<file path="config.mk">
export PLATFORM = sky130hd
export DESIGN_NAME = mem_access_sequencer
export DESIGN_NICKNAME = d
export VERILOG_FILES = /design/src/rtl/mem_access_sequencer.sv
export SDC_FILE = /design/constraint.sdc
export NUM_CORES = 1
export LEC_CHECK = 0
export BUFFER_PORTS_ARGS = -buffer_cell sky130_fd_sc_hd__buf_2
export CORE_MARGIN = 2
export CORE_UTILIZATION = 32
export CTS_CLUSTER_SIZE = 10
export DETAILED_ROUTE_END_ITERATION = 12
export GPL_TIMING_DRIVEN = 0
export HOLD_SLACK_MARGIN = 0.03
export PLACE_DENSITY = 0.61
export SLEW_MARGIN = 10
export SYNTH_ARGS = -nofsm -noshare
export SYNTH_HDL_FRONTEND = slang
export SYNTH_SLANG_ARGS = --single-unit
export TNS_END_PERCENT = 5
</file>
<file path="constraint.sdc">
create_clock -name clk -period 4.3 [get_ports clk]
set_input_delay 0.86 -clock clk [delete_from_list [all_inputs] [get_ports clk]]
set_output_delay 0.86 -clock clk [all_outputs]
set_load 0.05 [all_outputs]
</file>
<file path="src/rtl/mem_access_sequencer.sv">
// mem_access_sequencer: runs one load or store from the single-cycle core
// against a multi-cycle data memory using a req/ack handshake. The core is
// stalled while an access is outstanding. A misaligned access, a conflicting
// read+write, or a memory timeout latches a sticky fault that halts the core.
module mem_access_sequencer #(
   parameter int TIMEOUT = 64          // legal range 1..255
) (
   input  logic        clk,
   input  logic        rst_b,
   input  logic        mem_read,
   input  logic        mem_write_en,
   input  logic [31:0] addr,
   input  logic [31:0] wdata,
   output logic        stall,
   output logic [31:0] load_data,
   output logic        load_valid,
   output logic        mem_req,
   output logic        mem_we,
   output logic [31:0] mem_addr,
   output logic [31:0] mem_wdata,
   input  logic        mem_ack,
   input  logic [31:0] mem_rdata,
   output logic        mem_fault,
   output logic [1:0]  fault_code
);

   typedef enum logic [1:0] {IDLE, BUSY, DONE, ERR} state_t;

   localparam logic [1:0] CODE_MISALIGNED = 2'd1;
   localparam logic [1:0] CODE_TIMEOUT    = 2'd2;
   localparam logic [1:0] CODE_CONFLICT   = 2'd3;

   // Last BUSY cycle index that may still complete; without an ack here we fault.
   localparam logic [7:0] LAST_WAIT = 8'(TIMEOUT - 1);

   state_t      state, state_nxt;
   logic [31:0] addr_q, wdata_q, load_data_q;
   logic        we_q;
   logic [1:0]  code_q;
   logic [7:0]  wait_cnt;

   logic access, conflict, misaligned, timed_out;

   assign access     = mem_read | mem_write_en;
   assign conflict   = mem_read & mem_write_en;
   assign misaligned = (addr[1:0] != 2'b00);
   assign timed_out  = (wait_cnt == LAST_WAIT);

   // Memory port and fault outputs come straight from the latched request.
   assign mem_we     = we_q;
   assign mem_addr   = addr_q;
   assign mem_wdata  = wdata_q;
   assign load_data  = load_data_q;
   assign fault_code = code_q;

   // State register.
   always_ff @(posedge clk or negedge rst_b) begin
      // NOTE: sequential state uses non-blocking assignments so every flop
      // samples pre-edge values regardless of statement order.
      if (!rst_b) state <= IDLE;
      else        state <= state_nxt;
   end

   // Next-state and combinational handshake/stall outputs.
   always_comb begin
      // NOTE: every output gets a default first so no path leaves one
      // unassigned, which would otherwise infer a latch.
      state_nxt  = state;
      stall      = 1'b0;
      mem_req    = 1'b0;
      load_valid = 1'b0;
      mem_fault  = 1'b0;
      unique case (state)
         IDLE: begin
            if (access) begin
               stall = 1'b1;
               if (conflict || misaligned) state_nxt = ERR;
               else                        state_nxt = BUSY;
            end
         end
         BUSY: begin
            stall   = 1'b1;
            mem_req = 1'b1;
            if (mem_ack)        state_nxt = DONE;
            else if (timed_out) state_nxt = ERR;
         end
         DONE: begin
            // Inputs here belong to the retiring instruction and are ignored.
            load_valid = ~we_q;
            state_nxt  = IDLE;
         end
         ERR: begin
            stall     = 1'b1;
            mem_fault = 1'b1;
         end
         default: state_nxt = IDLE;
      endcase
   end

   // Request latches, wait counter, load data capture and sticky fault code.
   always_ff @(posedge clk or negedge rst_b) begin
      if (!rst_b) begin
         addr_q      <= '0;
         wdata_q     <= '0;
         we_q        <= 1'b0;
         load_data_q <= '0;
         code_q      <= 2'd0;
         wait_cnt    <= '0;
      end else begin
         unique case (state)
            IDLE: begin
               wait_cnt <= '0;
               if (access) begin
                  if (conflict) begin
                     code_q <= CODE_CONFLICT;
                  end else if (misaligned) begin
                     code_q <= CODE_MISALIGNED;
                  end else begin
                     addr_q  <= addr;
                     wdata_q <= wdata;
                     we_q    <= mem_write_en;
                  end
               end
            end
            BUSY: begin
               if (mem_ack) begin
                  if (!we_q) load_data_q <= mem_rdata;
               end else if (timed_out) begin
                  code_q <= CODE_TIMEOUT;
               end else begin
                  wait_cnt <= wait_cnt + 8'd1;
               end
            end
            default: ;
         endcase
      end
   end

endmodule

</file>
Yosys cells after proc, flatten, opt, wreduce, memory -nomap -nowiden
Index checks and enable logic that the tools add are counted.

cells by class
  add/sub/neg operators = 1
  multiply operators = 0
  div/mod/pow operators = 0
  $lt $le $gt $ge = 0
  equal/unequal tests = 10
  shift operators = 0
  mux-type cells = 19
  bitwise operators = 5
  reductions and logical operators = 11

operator list
  cell                                                                    count
  2-bit two-way mux                                                       9
  8-bit two-way mux                                                       2
  8-bit case mux with 2 select lines                                      1
  3-bit AND reduction                                                     3
  8-bit by 1-bit adder with 8-bit output (second input constant)          1
  8-bit by 6-bit equality test with 1-bit output (second input constant)  1
  2-bit inequality test (second input constant)                           4
  3-bit inequality test (second input constant)                           2
  2-bit case mux with 3 select lines                                      1
  5-bit AND reduction                                                     1
  2-bit equality test (second input constant)                             2
  1-bit two-way mux                                                       4
  2-bit case mux with 2 select lines                                      1
  4-bit AND reduction                                                     1
  2-bit nonzero test                                                      2
  1-bit NOT                                                               3
  3-bit nonzero test                                                      1
  2-bit by 1-bit equality test with 1-bit output (second input constant)  1
  2-bit logical NOT                                                       1
  1-bit case mux with 2 select lines                                      1
  2-bit OR reduction                                                      1
  1-bit AND                                                               1
  1-bit logical OR                                                        1
  1-bit bitwise OR                                                        1

word-level totals
  register bits after elaboration = 109
  bits in latches = 0
  memory bits (writable) = 0
  memory bits (read-only) = 0
  bits of input ports = 101
  output and inout port bits = 103
  memories kept = 0

Depth between registers and ports, before layout
  depth after elaboration = 5
  mapped depth = 7
  gate-level depth less buffers = 6

Worst setup path before layout
OpenSTA, ideal clock, no wires.

  kind = reg2out
  from = reg state[1]
  to = out stall
  data arrival time = 2.063 ns
  setup slack = 1.377 ns
  cell stages (with the launch flop) = 6
  path buffers = 1
  cell sequence = dfrtp_1 > inv_1 > ha_1 > buf_2 > nor2_1 > a21oi_1

between the ends
  cells in the longest elaborated chain, start to end = 3

RTL lines
  item                                                                                   line  text
  start, declared                                                                        36    state_t state, state_nxt;
  start signal, assigned                                                                 61    else state <= state_nxt;
  2-bit by 1-bit equality test with 1-bit output or 2-bit equality test (tied branches)  73    unique case (state)
  2-bit OR reduction (no line)                                                           --
  1-bit case mux with 2 select lines *                                                   73
  end, declared                                                                          14    output logic stall,

Every way passes the cells marked *; elsewhere a longest branch is shown, timed or not.

Worst setup path in the final report
  from = reg state[0]
  to = out stall

Same word-level chain as after synthesis.

==> results_dict.tcl <==
set metrics [dict create \
    yosysUniqueCellTypes 32 \
    r2r_slack_ps 2320 \
    power.density_nw_per_um2 874 \
    post_cts_resized 0 \
    yosysWarnings 0 \
    synth_edf_count 0 \
    synth_top_cell_by_area "dfrtp_1" \
    track_usage_pct 12.6 \
    fin_nets 617 \
    num_vias 3121 \
    arrival_ps 1770 \
    area_growth_pct 35.3 \
    synthMuxAreaShare_pct 25.4 \
    grt_max_degree 57 \
    async_reset_ff_share_pct 100 \
    postSynthAreaPerCell_sq_um 15.0 \
    cts_tree "done" \
    syn_area_sq_um 4430 \
    max-vdd-ir-drop_mv 0.411 \
    seq_power_share_pct 32.0 \
    final_layout_size_suffix_gt1_share_pct 63.5 \
    synth-seq-cells 109 \
    numCtsBuffers 9 \
    dr.pass1.iters 4 \
    crit_path_cell_trace "inv_1, ha_1, buf_2, o21ai_0, a21oi_1, buf_2" \
    synthAdderAreaFrac_pct 1.69 \
    start_kind "flip-flop" \
    power_frac_comb_pct 52.3 \
    yosys_most_used_dff "dfrtp_1" \
    fin_hold_ws_ps 455 \
    drv_cap 0 \
    die_w_um 122 \
    die-area_sq_um 14800 \
    synth-compound-area-share_pct 3.19 \
    switchingPower_mw 2.56 \
    power.internal_mw 2.68 \
    syn-num-nets 403 \
    setup_violations 0 \
    multi_input_area_sq_um 1570 \
    port_buffers 202 \
    p_sw_share_pct 48.8 \
    critPathMostFrequentCell "buf_2" \
    die_h_um 122 \
    setup_tns_ps 0 \
    start_util_pct 32.3 \
    fin_crit_ps 2630 \
    max_freq_mhz 380 \
    cp_top_family "buffers and inverters" \
    relSlewSlack_pct 65.9 \
    slew_viol_final 0 \
    hpwl_mm 7.24 \
    leakage_nw 3.14 \
    num_antenna_cells 0 \
    fillers 1297 \
    fin_util_pct 43.7 \
    hold_viol 0 \
    holdBufCountCts 0 \
    ios 204 \
    num_rows 43 \
    core_sq_um 13700 \
    netlist_instances 296 \
    clock_latency_ps 340 \
    worst-path-buf-inv 3 \
    htree_levels 3 \
    crit_path_end_kind "output pin" \
    dr.first_iter.drc_count 85 \
    avgViaCountPerCell 4.49 \
    totalWireLength_mm 9.37 \
    grt_pass1_wl_mm 14.5 \
    synth_xor_area_share_pct 0.395 \
    hold_path.class "in2async" \
    ys_top_cells_by_area "dfrtp_1, mux2_2, clkbuf_8" \
    p_clk_share_pct 15.7 \
    clock-sinks 109 \
    rsz0062_at_grt "no" \
    cp.required_ps 3440 \
    worstMarginPinSlew_ps 512 \
    antenna_found_initial 0 \
    synth_top_family_by_area "multiplexers" \
    clk_pin_slew_ps 70 \
    gp_congestion 0.777 \
    routedWlPerCell_um 13.5 \
    cts_root_buffer "clkbuf_16" \
    register_area_sq_um 2730 \
    setup.worst_path.class "reg2out" \
    yosysSeqAreaShare_pct 61.5 \
    clockBufferDepth 2 \
    status "completed" \
    slowest_delay_ps 400 \
    antenna_left 0 \
    cts_setup_buffers 0 \
    min_period_over_period_pct 61.2 \
    gr-total-overflow 0 \
    skew_ps 8.96 \
    first_global_vias 3107 \
    synth_simple_gate_area_share_pct 4.71 \
    synth_top_area_share_pct 61.5 \
    worstPathMaxFanout 9 \
    cp_slowest_cell "dfrtp_1" \
    drcViolationCount 0 \
]
==> metrics by stage <==
stage | area [sq um] | instances | worst slack, ps | total power [mW]
2_1_floorplan | 4430 | 296 | 1380 | 3.80
3_3_place_gp | 5670 | 678 | 1150 | 4.41
3_5_place_dp | 5700 | 679 | 1910 | 4.46
4_1_cts | 6000 | 695 | 1640 | 5.30
5_1_grt | 6000 | 695 | 1520 | 5.52
6_report | 6000 | 695 | 1670 | 5.24
==> worst reg2reg max path, delay by kind of cell (launching register included) <==
family	cells	cell delay, ps
DFF	1	420
adders and majority gates	1	180
and+or+nand+nor	3	760
xor gates and xnor gates	1	160
buffers and inverters	2	330
==> layout by cell type, fill, tap and decap left out, drive strengths merged <==
cell      Yosys  routed
a211oi        1       1
a21o          1       1
a21oi         9       9
a31oi         6       6
a41o          1       1
and2          2       2
and4          1       1
and4bb        1       1
buf           5     208
bufinv        0       1
clkbuf        7      20
clkinvlp      0       2
dfrtp       109     109
ha            6       6
inv           7       7
mux2         95      95
mux2i         4       4
nand2         4       4
nand2b        2       2
nand3         6       6
nand4         1       1
nand4b        1       1
nor2         12      12
nor2b         3       3
nor3          2       2
nor4          1       1
o21a          1       1
o21ai         4       4
o22ai         1       1
or4           1       1
xor2          2       2
==> cell type report <==
| class | count | area share [%] |
|---|---|---|
| multi-input cells | 168 | 26.1 |
| repair buffers | 203 | 17.4 |
| clock inverters | 3 | 0.751 |
| well taps | 180 | 3.75 |
| inverters | 7 | 0.438 |
| flip-flops and latches | 109 | 45.5 |
| plain buffers | 12 | 1.88 |
| clock buffers | 13 | 4.17 |
==> logic make-up (layout without fill, tap and decap cells) <==
group | Yosys count | in the layout
DFF | 109 | 109
muxes | 99 | 99
and+or+nand+nor | 37 | 37
AOI/OAI and AO/OA | 24 | 24
buffers and inverters | 19 | 238
adders and majority gates | 6 | 6
xor gates and xnor gates | 2 | 2
==> synthesized netlist by cell type (3+ instances only) <==
cell type	instances
a21oi_1	9
a31oi_1	6
buf_2	5
clkbuf_8	6
dfrtp_1	109
ha_1	6
inv_1	7
mux2_2	91
mux2_4	4
mux2i_1	4
nand2_1	4
nand3_1	5
nor2_1	12
nor2b_1	3
o21ai_0	4
==> flip-flops by register name, summed over array words and instances (netlist names) <==
name and count:
load_data 32, mem_wdata 32, state 2, mem_we 1, wait_cnt 8, mem_addr 32
fault_code 2
==> path summary, 6_finish.rpt <==
check	startpoint	to	depth (start not counted)
setup / recovery	state[0]$_DFFE_PN0P_	stall	6
hold / removal	rst_b	fault_code[0]$_DFFE_PN0P_	1
setup reg to reg	state[1]$_DFFE_PN0P_	wait_cnt[7]$_DFFE_PN0P_	7
hold reg to reg	mem_wdata[24]$_DFFE_PN0P_	mem_wdata[24]$_DFFE_PN0P_	1
max in group asynchronous	rst_b	mem_wdata[17]$_DFFE_PN0P_	2
min in group clk	mem_wdata[24]$_DFFE_PN0P_	mem_wdata[24]$_DFFE_PN0P_	1
==> power by group through the flow <==
stage               Combinational [mW]  Clock (mW)  Sequential, mW
finish                            2.74       0.822            1.68
floorplan                        0.710           0            3.09
global route                      2.89       0.900            1.73
CTS                               2.77       0.854            1.68
global placement                  2.74           0            1.67
detailed placement                2.77           0            1.69
==> routing by layer <==
metal,wire [um],track usage [%],up-vias
li1,-,-,1474
met1,4020,15.6,1518
met2,4510,20.1,117
met3,688,4.31,12
met4,149,5.24,0
met5,0,0,-
(Power assumes the default switching activity.)
